===== config.mk =====
export PLATFORM = sky130hd
export DESIGN_NAME = tcdm_remote_responder
export DESIGN_NICKNAME = d
export VERILOG_FILES = /design/src/rtl/tcdm_remote_responder_pkg.sv /design/src/rtl/tcdm_resp_fifo.sv /design/src/rtl/tcdm_remote_responder.sv
export SDC_FILE = /design/constraint.sdc
export NUM_CORES = 1
export LEC_CHECK = 0
export ABC_AREA = 1
export BUFFER_PORTS_ARGS = -buffer_cell sky130_fd_sc_hd__buf_2
export CAP_MARGIN = 0
export CORE_MARGIN = 2
export CORE_UTILIZATION = 50
export DETAILED_ROUTE_END_ITERATION = 7
export GPL_TIMING_DRIVEN = 0
export PLACE_DENSITY_LB_ADDON = 0.15
export SYNTH_ARGS = -nofsm -noshare
export SYNTH_HDL_FRONTEND = slang
export SYNTH_HIERARCHICAL = 1
export SYNTH_SLANG_ARGS = --single-unit

===== constraint.sdc =====
create_clock -name clk_i -period 5.36 [get_ports clk_i]
set_clock_uncertainty 0.2 [all_clocks]
set_input_delay 1.072 -clock clk_i [delete_from_list [all_inputs] [get_ports clk_i]]
set_output_delay 1.072 -clock clk_i [all_outputs]
set_load 0.005 [all_outputs]

===== src/rtl/tcdm_remote_responder_pkg.sv =====
// Shared defaults and helpers for the remote TCDM responder and its response FIFO.
package tcdm_remote_responder_pkg;

  localparam int unsigned DefDataWidth   = 32;
  localparam int unsigned DefAddrWidth   = 10;
  localparam int unsigned DefMetaWidth   = 8;
  localparam int unsigned DefBankLatency = 1;
  localparam int unsigned DefRespDepth   = 2;

  // Pointer width that stays legal for a single-entry buffer.
  function automatic int unsigned ptr_width(input int unsigned depth);
    return (depth > 1) ? $clog2(depth) : 1;
  endfunction

endpackage


===== src/rtl/tcdm_resp_fifo.sv =====
// Fall-through response FIFO: a push into an empty FIFO is visible on the output in the same cycle.
module tcdm_resp_fifo
  import tcdm_remote_responder_pkg::*;
#(
  parameter int unsigned Width = DefDataWidth + DefMetaWidth,
  parameter int unsigned Depth = DefRespDepth,
  localparam int unsigned CntW = $clog2(Depth + 1)
) (
  input  logic             clk_i,
  input  logic             rst_i,
  input  logic             push_i,
  input  logic [Width-1:0] push_data_i,
  input  logic             pop_i,
  output logic             valid_o,
  output logic [Width-1:0] data_o,
  output logic             full_o,
  output logic             empty_o,
  output logic [CntW-1:0]  usage_o
);

  localparam int unsigned PtrW = ptr_width(Depth);

  logic [Width-1:0] mem_q [Depth];
  logic [Width-1:0] mem_d [Depth];
  logic [PtrW-1:0]  rd_ptr_q, rd_ptr_d;
  logic [PtrW-1:0]  wr_ptr_q, wr_ptr_d;
  logic [CntW-1:0]  usage_q, usage_d;
  logic             bypass, store, drain;

  assign empty_o = (usage_q == '0);
  assign full_o  = (usage_q == CntW'(Depth));
  assign usage_o = usage_q;
  assign valid_o = ~empty_o | push_i;
  assign data_o  = empty_o ? push_data_i : mem_q[rd_ptr_q];

  always_comb begin
    mem_d    = mem_q;
    rd_ptr_d = rd_ptr_q;
    wr_ptr_d = wr_ptr_q;
    usage_d  = usage_q;
    // An entry pushed and popped in the same cycle while empty never touches storage.
    bypass   = empty_o & push_i & pop_i;
    store    = push_i & ~bypass;
    drain    = pop_i & ~empty_o;
    if (store) begin
      mem_d[wr_ptr_q] = push_data_i;
      wr_ptr_d = (wr_ptr_q == PtrW'(Depth - 1)) ? '0 : wr_ptr_q + PtrW'(1);
    end
    if (drain) begin
      rd_ptr_d = (rd_ptr_q == PtrW'(Depth - 1)) ? '0 : rd_ptr_q + PtrW'(1);
    end
    case ({store, drain})
      2'b10:   usage_d = usage_q + CntW'(1);
      2'b01:   usage_d = usage_q - CntW'(1);
      default: usage_d = usage_q;
    endcase
  end

  always_ff @(posedge clk_i) begin
    if (rst_i) begin
      rd_ptr_q <= '0;
      wr_ptr_q <= '0;
      usage_q  <= '0;
    end else begin
      rd_ptr_q <= rd_ptr_d;
      wr_ptr_q <= wr_ptr_d;
      usage_q  <= usage_d;
    end
  end

  always_ff @(posedge clk_i) begin
    mem_q <= mem_d;
  end

  always_ff @(posedge clk_i) begin
    if (!rst_i) begin
      assert (!(push_i && full_o));
      assert (!(pop_i && !valid_o));
    end
  end

endmodule


===== src/rtl/tcdm_remote_responder.sv =====
// Target-side end of a remote TCDM link: credit-gated request acceptance, a fixed-latency bank
// tracking pipeline and an in-order response buffer that never forces the bank to stall.
module tcdm_remote_responder
  import tcdm_remote_responder_pkg::*;
#(
  parameter int unsigned DataWidth   = DefDataWidth,
  parameter int unsigned AddrWidth   = DefAddrWidth,
  parameter int unsigned MetaWidth   = DefMetaWidth,
  parameter int unsigned BankLatency = DefBankLatency,
  parameter int unsigned RespDepth   = DefRespDepth,
  localparam int unsigned BeWidth    = DataWidth / 8
) (
  input  logic                 clk_i,
  input  logic                 rst_i,
  input  logic                 req_valid_i,
  output logic                 req_ready_o,
  input  logic                 req_wen_i,
  input  logic [AddrWidth-1:0] req_addr_i,
  input  logic [DataWidth-1:0] req_wdata_i,
  input  logic [BeWidth-1:0]   req_be_i,
  input  logic [MetaWidth-1:0] req_meta_i,
  output logic                 resp_valid_o,
  input  logic                 resp_ready_i,
  output logic [DataWidth-1:0] resp_rdata_o,
  output logic [MetaWidth-1:0] resp_meta_o,
  output logic                 bank_req_o,
  output logic                 bank_we_o,
  output logic [AddrWidth-1:0] bank_addr_o,
  output logic [DataWidth-1:0] bank_wdata_o,
  output logic [BeWidth-1:0]   bank_be_o,
  input  logic [DataWidth-1:0] bank_rdata_i
);

  localparam int unsigned CredW = $clog2(RespDepth + 1);
  localparam int unsigned RespW = DataWidth + MetaWidth;

  if (BankLatency < 1) begin : g_bad_latency
    $fatal(1, "tcdm_remote_responder: BankLatency must be >= 1");
  end
  if (RespDepth < 1) begin : g_bad_depth
    $fatal(1, "tcdm_remote_responder: RespDepth must be >= 1");
  end
  if (DataWidth % 8 != 0) begin : g_bad_width
    $fatal(1, "tcdm_remote_responder: DataWidth must be a multiple of 8");
  end

  logic [CredW-1:0]       credits_q, credits_d;
  logic [BankLatency-1:0] dl_valid_q, dl_valid_d;
  logic [BankLatency-1:0] dl_wen_q, dl_wen_d;
  logic [MetaWidth-1:0]   dl_meta_q [BankLatency];
  logic [MetaWidth-1:0]   dl_meta_d [BankLatency];

  logic             accept, resp_pop;
  logic             fifo_push, fifo_valid, fifo_full, fifo_empty;
  logic [RespW-1:0] fifo_push_data, fifo_data;
  logic [CredW-1:0] fifo_usage;

  // Every output is forced low while reset is held, including the request-side ready.
  assign req_ready_o  = ~rst_i & (credits_q != '0);
  assign accept       = req_valid_i & req_ready_o;
  assign bank_req_o   = accept;
  assign bank_we_o    = ~rst_i & req_wen_i;
  assign bank_addr_o  = rst_i ? '0 : req_addr_i;
  assign bank_wdata_o = rst_i ? '0 : req_wdata_i;
  assign bank_be_o    = rst_i ? '0 : req_be_i;

  assign resp_valid_o = ~rst_i & fifo_valid;
  assign resp_rdata_o = rst_i ? '0 : fifo_data[RespW-1 -: DataWidth];
  assign resp_meta_o  = rst_i ? '0 : fifo_data[MetaWidth-1:0];
  assign resp_pop     = resp_valid_o & resp_ready_i;

  assign fifo_push      = dl_valid_q[BankLatency-1];
  assign fifo_push_data = {dl_wen_q[BankLatency-1] ? {DataWidth{1'b0}} : bank_rdata_i,
                           dl_meta_q[BankLatency-1]};

  always_comb begin
    dl_valid_d    = '0;
    dl_wen_d      = '0;
    dl_meta_d     = dl_meta_q;
    dl_valid_d[0] = accept;
    dl_wen_d[0]   = req_wen_i;
    dl_meta_d[0]  = req_meta_i;
    for (int i = 1; i < BankLatency; i++) begin
      dl_valid_d[i] = dl_valid_q[i-1];
      dl_wen_d[i]   = dl_wen_q[i-1];
      dl_meta_d[i]  = dl_meta_q[i-1];
    end
  end

  // One credit per outstanding request, whether still in the bank or waiting in the FIFO.
  always_comb begin
    credits_d = credits_q;
    case ({accept, resp_pop})
      2'b10:   credits_d = credits_q - CredW'(1);
      2'b01:   credits_d = credits_q + CredW'(1);
      default: credits_d = credits_q;
    endcase
  end

  always_ff @(posedge clk_i) begin
    if (rst_i) begin
      credits_q  <= CredW'(RespDepth);
      dl_valid_q <= '0;
    end else begin
      credits_q  <= credits_d;
      dl_valid_q <= dl_valid_d;
    end
  end

  always_ff @(posedge clk_i) begin
    dl_wen_q  <= dl_wen_d;
    dl_meta_q <= dl_meta_d;
  end

  tcdm_resp_fifo #(
    .Width (RespW),
    .Depth (RespDepth)
  ) i_resp_fifo (
    .clk_i       (clk_i),
    .rst_i       (rst_i),
    .push_i      (fifo_push),
    .push_data_i (fifo_push_data),
    .pop_i       (resp_pop),
    .valid_o     (fifo_valid),
    .data_o      (fifo_data),
    .full_o      (fifo_full),
    .empty_o     (fifo_empty),
    .usage_o     (fifo_usage)
  );

  always_ff @(posedge clk_i) begin
    if (!rst_i) begin
      assert (credits_q <= CredW'(RespDepth));
      assert (!(resp_pop && !accept && credits_q == CredW'(RespDepth)));
      assert (!(fifo_push && fifo_full));
      assert (fifo_empty || credits_q != CredW'(RespDepth));
      assert (fifo_usage <= CredW'(RespDepth) - credits_q);
    end
  end

endmodule


# --- Yosys cells after proc, flatten, opt, wreduce, memory -nomap -nowiden ---
# Index checks and enable logic that the tools add are counted.
classes:
  add_sub_neg: 6
  n_mul: 0
  div: 0
  order_cmp: 3
  n_eq_ne: 4
  shift: 0
  muxes: 17
  bitwise_logic: 15
  reduce_logical: 5
op_table:
  columns: ["op", "n"]
  rows:
  - ["40-bit two-way mux", 5]
  - ["32-bit two-way mux", 3]
  - ["80-bit bitwise mux", 1]
  - ["40-bit demux with 1-bit select", 1]
  - ["10-bit two-way mux", 1]
  - ["1-bit AND", 9]
  - ["8-bit two-way mux", 1]
  - ["2-bit one-hot mux with 2 select lines", 2]
  - ["2-bit nonzero test", 3]
  - ["2-bit by 1-bit adder with 2-bit output, second input constant", 2]
  - ["2-bit by 1-bit == test with 1-bit output, second input constant", 2]
  - ["2-bit == test, second input constant", 2]
  - ["2-bit greater-or-equal comparator, second input constant", 2]
  - ["4-bit two-way mux", 1]
  - ["1-bit inverter with 2-bit output", 2]
  - ["2-bit by 1-bit subtractor with 2-bit output, second input constant", 2]
  - ["1-bit inverter", 3]
  - ["1-bit adder, second input constant", 2]
  - ["2-bit zero test", 1]
  - ["2-bit by 1-bit < comparator with 1-bit output, second input constant", 1]
  - ["1-bit two-way mux", 2]
  - ["1-bit logical AND", 1]
  - ["1-bit OR", 1]
totals:
  register_bits: 96
  latchBits: 0
  ramBits: 0
  mem_bits_ro: 0
  output_inout_bits: 90
  wordCells: 59
  memories: 0

# --- Logic depth before layout (Yosys ltp) ---
depth:
  ltp_word: 10
  mapped_depth: 12
  depth_no_buf: 12

# --- Hierarchy ---
# The synthesis kept the hierarchy.
modules_own_cells:
  columns: ["module", "n_inst", "cells_per_inst", "area_each_um2"]
  rows:
  - ["tcdm_resp_fifo", 1, 296, 3666.0]
  - ["tcdm_remote_responder", 1, 284, 1320.0]

# --- Worst setup path after synthesis ---
# OpenSTA, ideal clock, no wires.
synth_timing:
  path_type: "input port to flip-flop"
  startpoint: "input rst_i"
  endpoint: "register i_resp_fifo/mem_q[40] (netlist bit), enable pin"
  arrival_ns: 3.346
  t_required_ns: 4.723
  slack_ns: 1.376
  stages: 7
  path_buffers: 2
  cell_sequence: "buf_6 > buf_6 > inv_2 > and3_1 > nand2_1 > nand2_1 > nor2_1"
synth_between:
  elab_chain_cells: 6
synth_rtl:
  columns: ["item", "line_no", "source"]
  rows:
  - ["from (decl)", "tcdm_remote_responder.sv:14", "input logic rst_i,"]
  - ["1-bit inverter", "tcdm_remote_responder.sv:67", "assign resp_valid_o = ~rst_i & fifo_valid;"]
  - ["1-bit AND", "tcdm_remote_responder.sv:67", null]
  - ["1-bit AND", "tcdm_remote_responder.sv:70", "assign resp_pop = resp_valid_o & resp_ready_i;"]
  - ["via resp_pop", "tcdm_remote_responder.sv:53", "logic accept, resp_pop;"]
  - ["1-bit AND", "tcdm_resp_fifo.sv:42", "bypass = empty_o & push_i & pop_i;"]
  - ["1-bit inverter", "tcdm_resp_fifo.sv:43", "store = push_i & ~bypass;"]
  - ["1-bit AND", "tcdm_resp_fifo.sv:43", null]
  - ["to (signal assigned)", "tcdm_resp_fifo.sv:72", "mem_q <= mem_d;"]
  - ["to (decl)", "tcdm_resp_fifo.sv:23", "logic [Width-1:0] mem_q [Depth];"]
# The timed path passes the listed nets, and every way through them passes these cells.
# A chain may end at the register's enable or synchronous reset.

# --- Worst setup path in the final report ---
layout_timing:
  startpoint: "input bank_rdata_i[15]"
  endpoint: "output resp_rdata_o[15]"
layout_between:
  elab_chain_cells: 3
layout_rtl:
  columns: ["item", "line_no", "source"]
  rows:
  - ["from (decl)", "tcdm_remote_responder.sv:31", "input logic [DataWidth-1:0] bank_rdata_i"]
  - ["32-bit two-way mux", "tcdm_remote_responder.sv:73", "assign fifo_push_data = {dl_wen_q[BankLatency-1] ? {DataWidth{1'b0}} : bank_rdata_i,"]
  - ["via fifo_push_data[23]", "tcdm_remote_responder.sv:55", "logic [RespW-1:0] fifo_push_data, fifo_data;"]
  - ["40-bit two-way mux", "tcdm_resp_fifo.sv:34", "assign data_o = empty_o ? push_data_i : mem_q[rd_ptr_q];"]
  - ["via fifo_data[23]", "tcdm_remote_responder.sv:55", null]
  - ["32-bit two-way mux", "tcdm_remote_responder.sv:68", "assign resp_rdata_o = rst_i ? '0 : fifo_data[RespW-1 -: DataWidth];"]
  - ["to (decl)", "tcdm_remote_responder.sv:24", "output logic [DataWidth-1:0] resp_rdata_o,"]
# The timed path passes the listed nets, and every way through them passes these cells.

==> out/results.md <==
Die
* chip height: 103.8 um
* I/O pin cnt: 181
* die outline area: 10,780 um2
* chip width: 103.8 um
* Site Rows: 36
* initial core utilization: 51.21%
* floorplan core area: 9729 um2

Final layout
* total number of nets in the final design: 864
* summed area of non-filler cells in the final layout: 6294 um2
* count of inserted antenna diode cells: 0
* utilization of the core after routing: 64.69%
* share of final-layout standard cells stronger than drive strength 1: 36.73%
* area added between synthesis and finish: 26.32%

STA
* final number of setup-violating endpoints: 0
* maximum frequency from static timing analysis: 313.2 MHz
* final total negative setup slack: 0 ns
* Final Hold Vio Count: 0
* clock period minus worst slack: 3.193 ns
* least setup slack across all paths after layout: 2.167 ns
* setup repair after global routing missed its margin: false
* headroom to the max-slew limit: 37.89%
* worst-margin pin slew: 0.9304 ns
* Final Slew Violations: 0
* final worst-path cycle share: 59.57%

Worst hold path
* Worst Hold Class: flip-flop to flip-flop
* hold_sp: dl_meta_q[4]
* capture endpoint of the worst hold path: i_resp_fifo/mem_q[4]
* count of cells along the worst hold path: 0

Placed design
* quantity of I/O buffers inserted on ports: 180
* HPWL after DPL: 8545 um
* Worst Setup Slack post-DPL: 2.077 ns
* instance area at placement: 6085 um2
* Final Wtd Congestion: 0.7707

Worst setup path
* path type of the worst setup path: primary input to output pin
* worst reg2reg endpoint: i_resp_fifo/mem_q[69]
* launching point of the worst reg2reg path: i_resp_fifo/usage_o[0]
* R2R cell count: 8
* arrival time worst endpoint: 1.92 ns
* highest fanout seen on the critical path: 3
* Critical Path Source Type: primary input
* endpoint required time on the critical path: 4.09 ns
* slack of the worst reg-to-reg path: 2.70 ns
* capturing element type of the critical path: output pin

Global route
* pin count of the biggest net entering global routing: 41
* total global routing overflow: 0
* global-route wire length before repair: 19,930 um
* via count of the first global-routing pass: 4,286
* antenna violations before repair: 0
* All-Layer GR Usage: 22.73%

Clocking
* CTS root buf: sky130_fd_sc_hd__clkbuf_8
* TritonCTS clock tree: built
* PostCTS Resize Cnt: 0
* latest clock arrival within the worst-skew pair: 0.37 ns
* maximum number of buffers from clock root to sink: 2
* total setup buffers inserted after CTS: 0
* CTS clk-pin slew, worst paths: 0.10 ns
* count of clock tree sinks: 96
* cts-stage hold buffer count: 0
* maximum level of the CTS H-tree: 3
* number of buffers added by the clock tree synthesis step: 9

Synthesis
* Gate Count Post-Synth: 579
* total number of yosys warnings: 6
* Syn Area/Cell: 8.605 um2
* net count of the mapped netlist: 672
* post-synthesis cell area: 4982 um2

Pwr
* maximum VDD drop: 0.1412 mV
* Lkg Pwr: 3.289 nW
* power density relative to cell area: 279.8 nW/um2

Routing
* router iterations before antenna repair: 4
* first-iteration detailed-routing DRC count: 184
* number of nets with antenna violations after detailed routing: 0
* DRC Markers: 0
* routed wire length per instance: 13.43 um
* via density per instance: 4.713
* Detailed Route WL: 12,210 um
* number of vias in the routed layout: 4,284

Run
* Maximum Capacitance Violations: 0

Status
* result of the run: finished, final reports clean

## registers in the layout (all words and copies together) (netlist names)
name / count
i_resp_fifo/mem_q: 80
dl_meta_q: 8
credits_q: 2
i_resp_fifo/usage_o: 2
dl_valid_q: 1
dl_wen_q: 1
i_resp_fifo/rd_ptr_q: 1
i_resp_fifo/wr_ptr_q: 1
## metrics by stage
stage | power [mW] | std cells | hold WS (ns)
2_1_floorplan | 1.132 | 579 | 0.2263
3_3_place_gp | 1.262 | 892 | 0.2340
3_5_place_dp | 1.278 | 893 | 0.2439
4_1_cts | 1.770 | 909 | 0.2695
5_1_grt | 1.852 | 909 | 0.2873
6_report | 1.761 | 909 | 0.2653
## worst max-delay path: stages
cell	delay [ns]
sky130_fd_sc_hd__buf_2	0.08
sky130_fd_sc_hd__inv_1	0.05
sky130_fd_sc_hd__nor2_1	0.23
sky130_fd_sc_hd__nor2_2	0.08
sky130_fd_sc_hd__a21oi_2	0.11
sky130_fd_sc_hd__inv_1	0.05
sky130_fd_sc_hd__nor2_1	0.13
sky130_fd_sc_hd__buf_2	0.14
## area by class of cell
| type | count | area [um2] |
|---|---|---|
| multi-input cells | 318 | 1546 |
| plain buffers | 30 | 214.0 |
| fillers | 875 | 3436 |
| inverters | 135 | 506.7 |
| clock buffers | 9 | 123.9 |
| clock inverters | 7 | 85.08 |
| well taps | 133 | 166.4 |
| flip-flops and latches | 96 | 2723 |
| repair buffers | 181 | 928.4 |
## report_power, final
part / internal, mW / switching (mW)
logic: 0.167 / 0.235
registers: 0.846 / 0.0142
clock network: 0.226 / 0.273
total: 1.24 / 0.522
## metal layers
| layer | part of all wire [%] | track usage [%] | up-vias |
|---|---|---|---|
| met5 | 0 | 0 | - |
| met4 | 1.2 | 5.792 | 0 |
| met3 | 5.6 | 3.461 | 15 |
| met2 | 50 | 40.37 | 131 |
| met1 | 43 | 29.11 | 1984 |
| li1 | - | - | 2154 |
## worst max path at each step
stage	start	slack, ns	depth (start not counted)	endpoint
after detailed placement	rst_i	2.08	9	i_resp_fifo/mem_q[40]
final	bank_rdata_i[15]	2.17	8	resp_rdata_o[15]
after CTS	bank_rdata_i[15]	2.17	8	resp_rdata_o[15]
after floorplan	rst_i	1.38	7	i_resp_fifo/mem_q[40]
after global routing	i_resp_fifo/rd_ptr_q	2.05	7	resp_rdata_o[5]
after global placement	rst_i	0.06	8	i_resp_fifo/mem_q[41]
## placed cells by master (no fill, tap or decap), types with 2 or more instances in the layout
cell type	n
sky130_fd_sc_hd__buf_2	199
sky130_fd_sc_hd__nor2_1	153
sky130_fd_sc_hd__inv_1	132
sky130_fd_sc_hd__edfxtp_1	80
sky130_fd_sc_hd__nand2_1	51
sky130_fd_sc_hd__a21oi_1	43
sky130_fd_sc_hd__a21oi_2	41
sky130_fd_sc_hd__dfxtp_1	16
sky130_fd_sc_hd__nor2_2	14
sky130_fd_sc_hd__clkbuf_8	9
sky130_fd_sc_hd__clkbuf_1	4
sky130_fd_sc_hd__buf_6	3
sky130_fd_sc_hd__inv_2	3
sky130_fd_sc_hd__nand3_1	3
sky130_fd_sc_hd__inv_6	3
sky130_fd_sc_hd__nand4_1	2
sky130_fd_sc_hd__ha_1	2
sky130_fd_sc_hd__clkinv_4	2
sky130_fd_sc_hd__nor2_4	2
sky130_fd_sc_hd__buf_8	2
sky130_fd_sc_hd__buf_12	2
sky130_fd_sc_hd__o21ai_0	2
No activity file was read; power rests on OpenSTA's default activity.
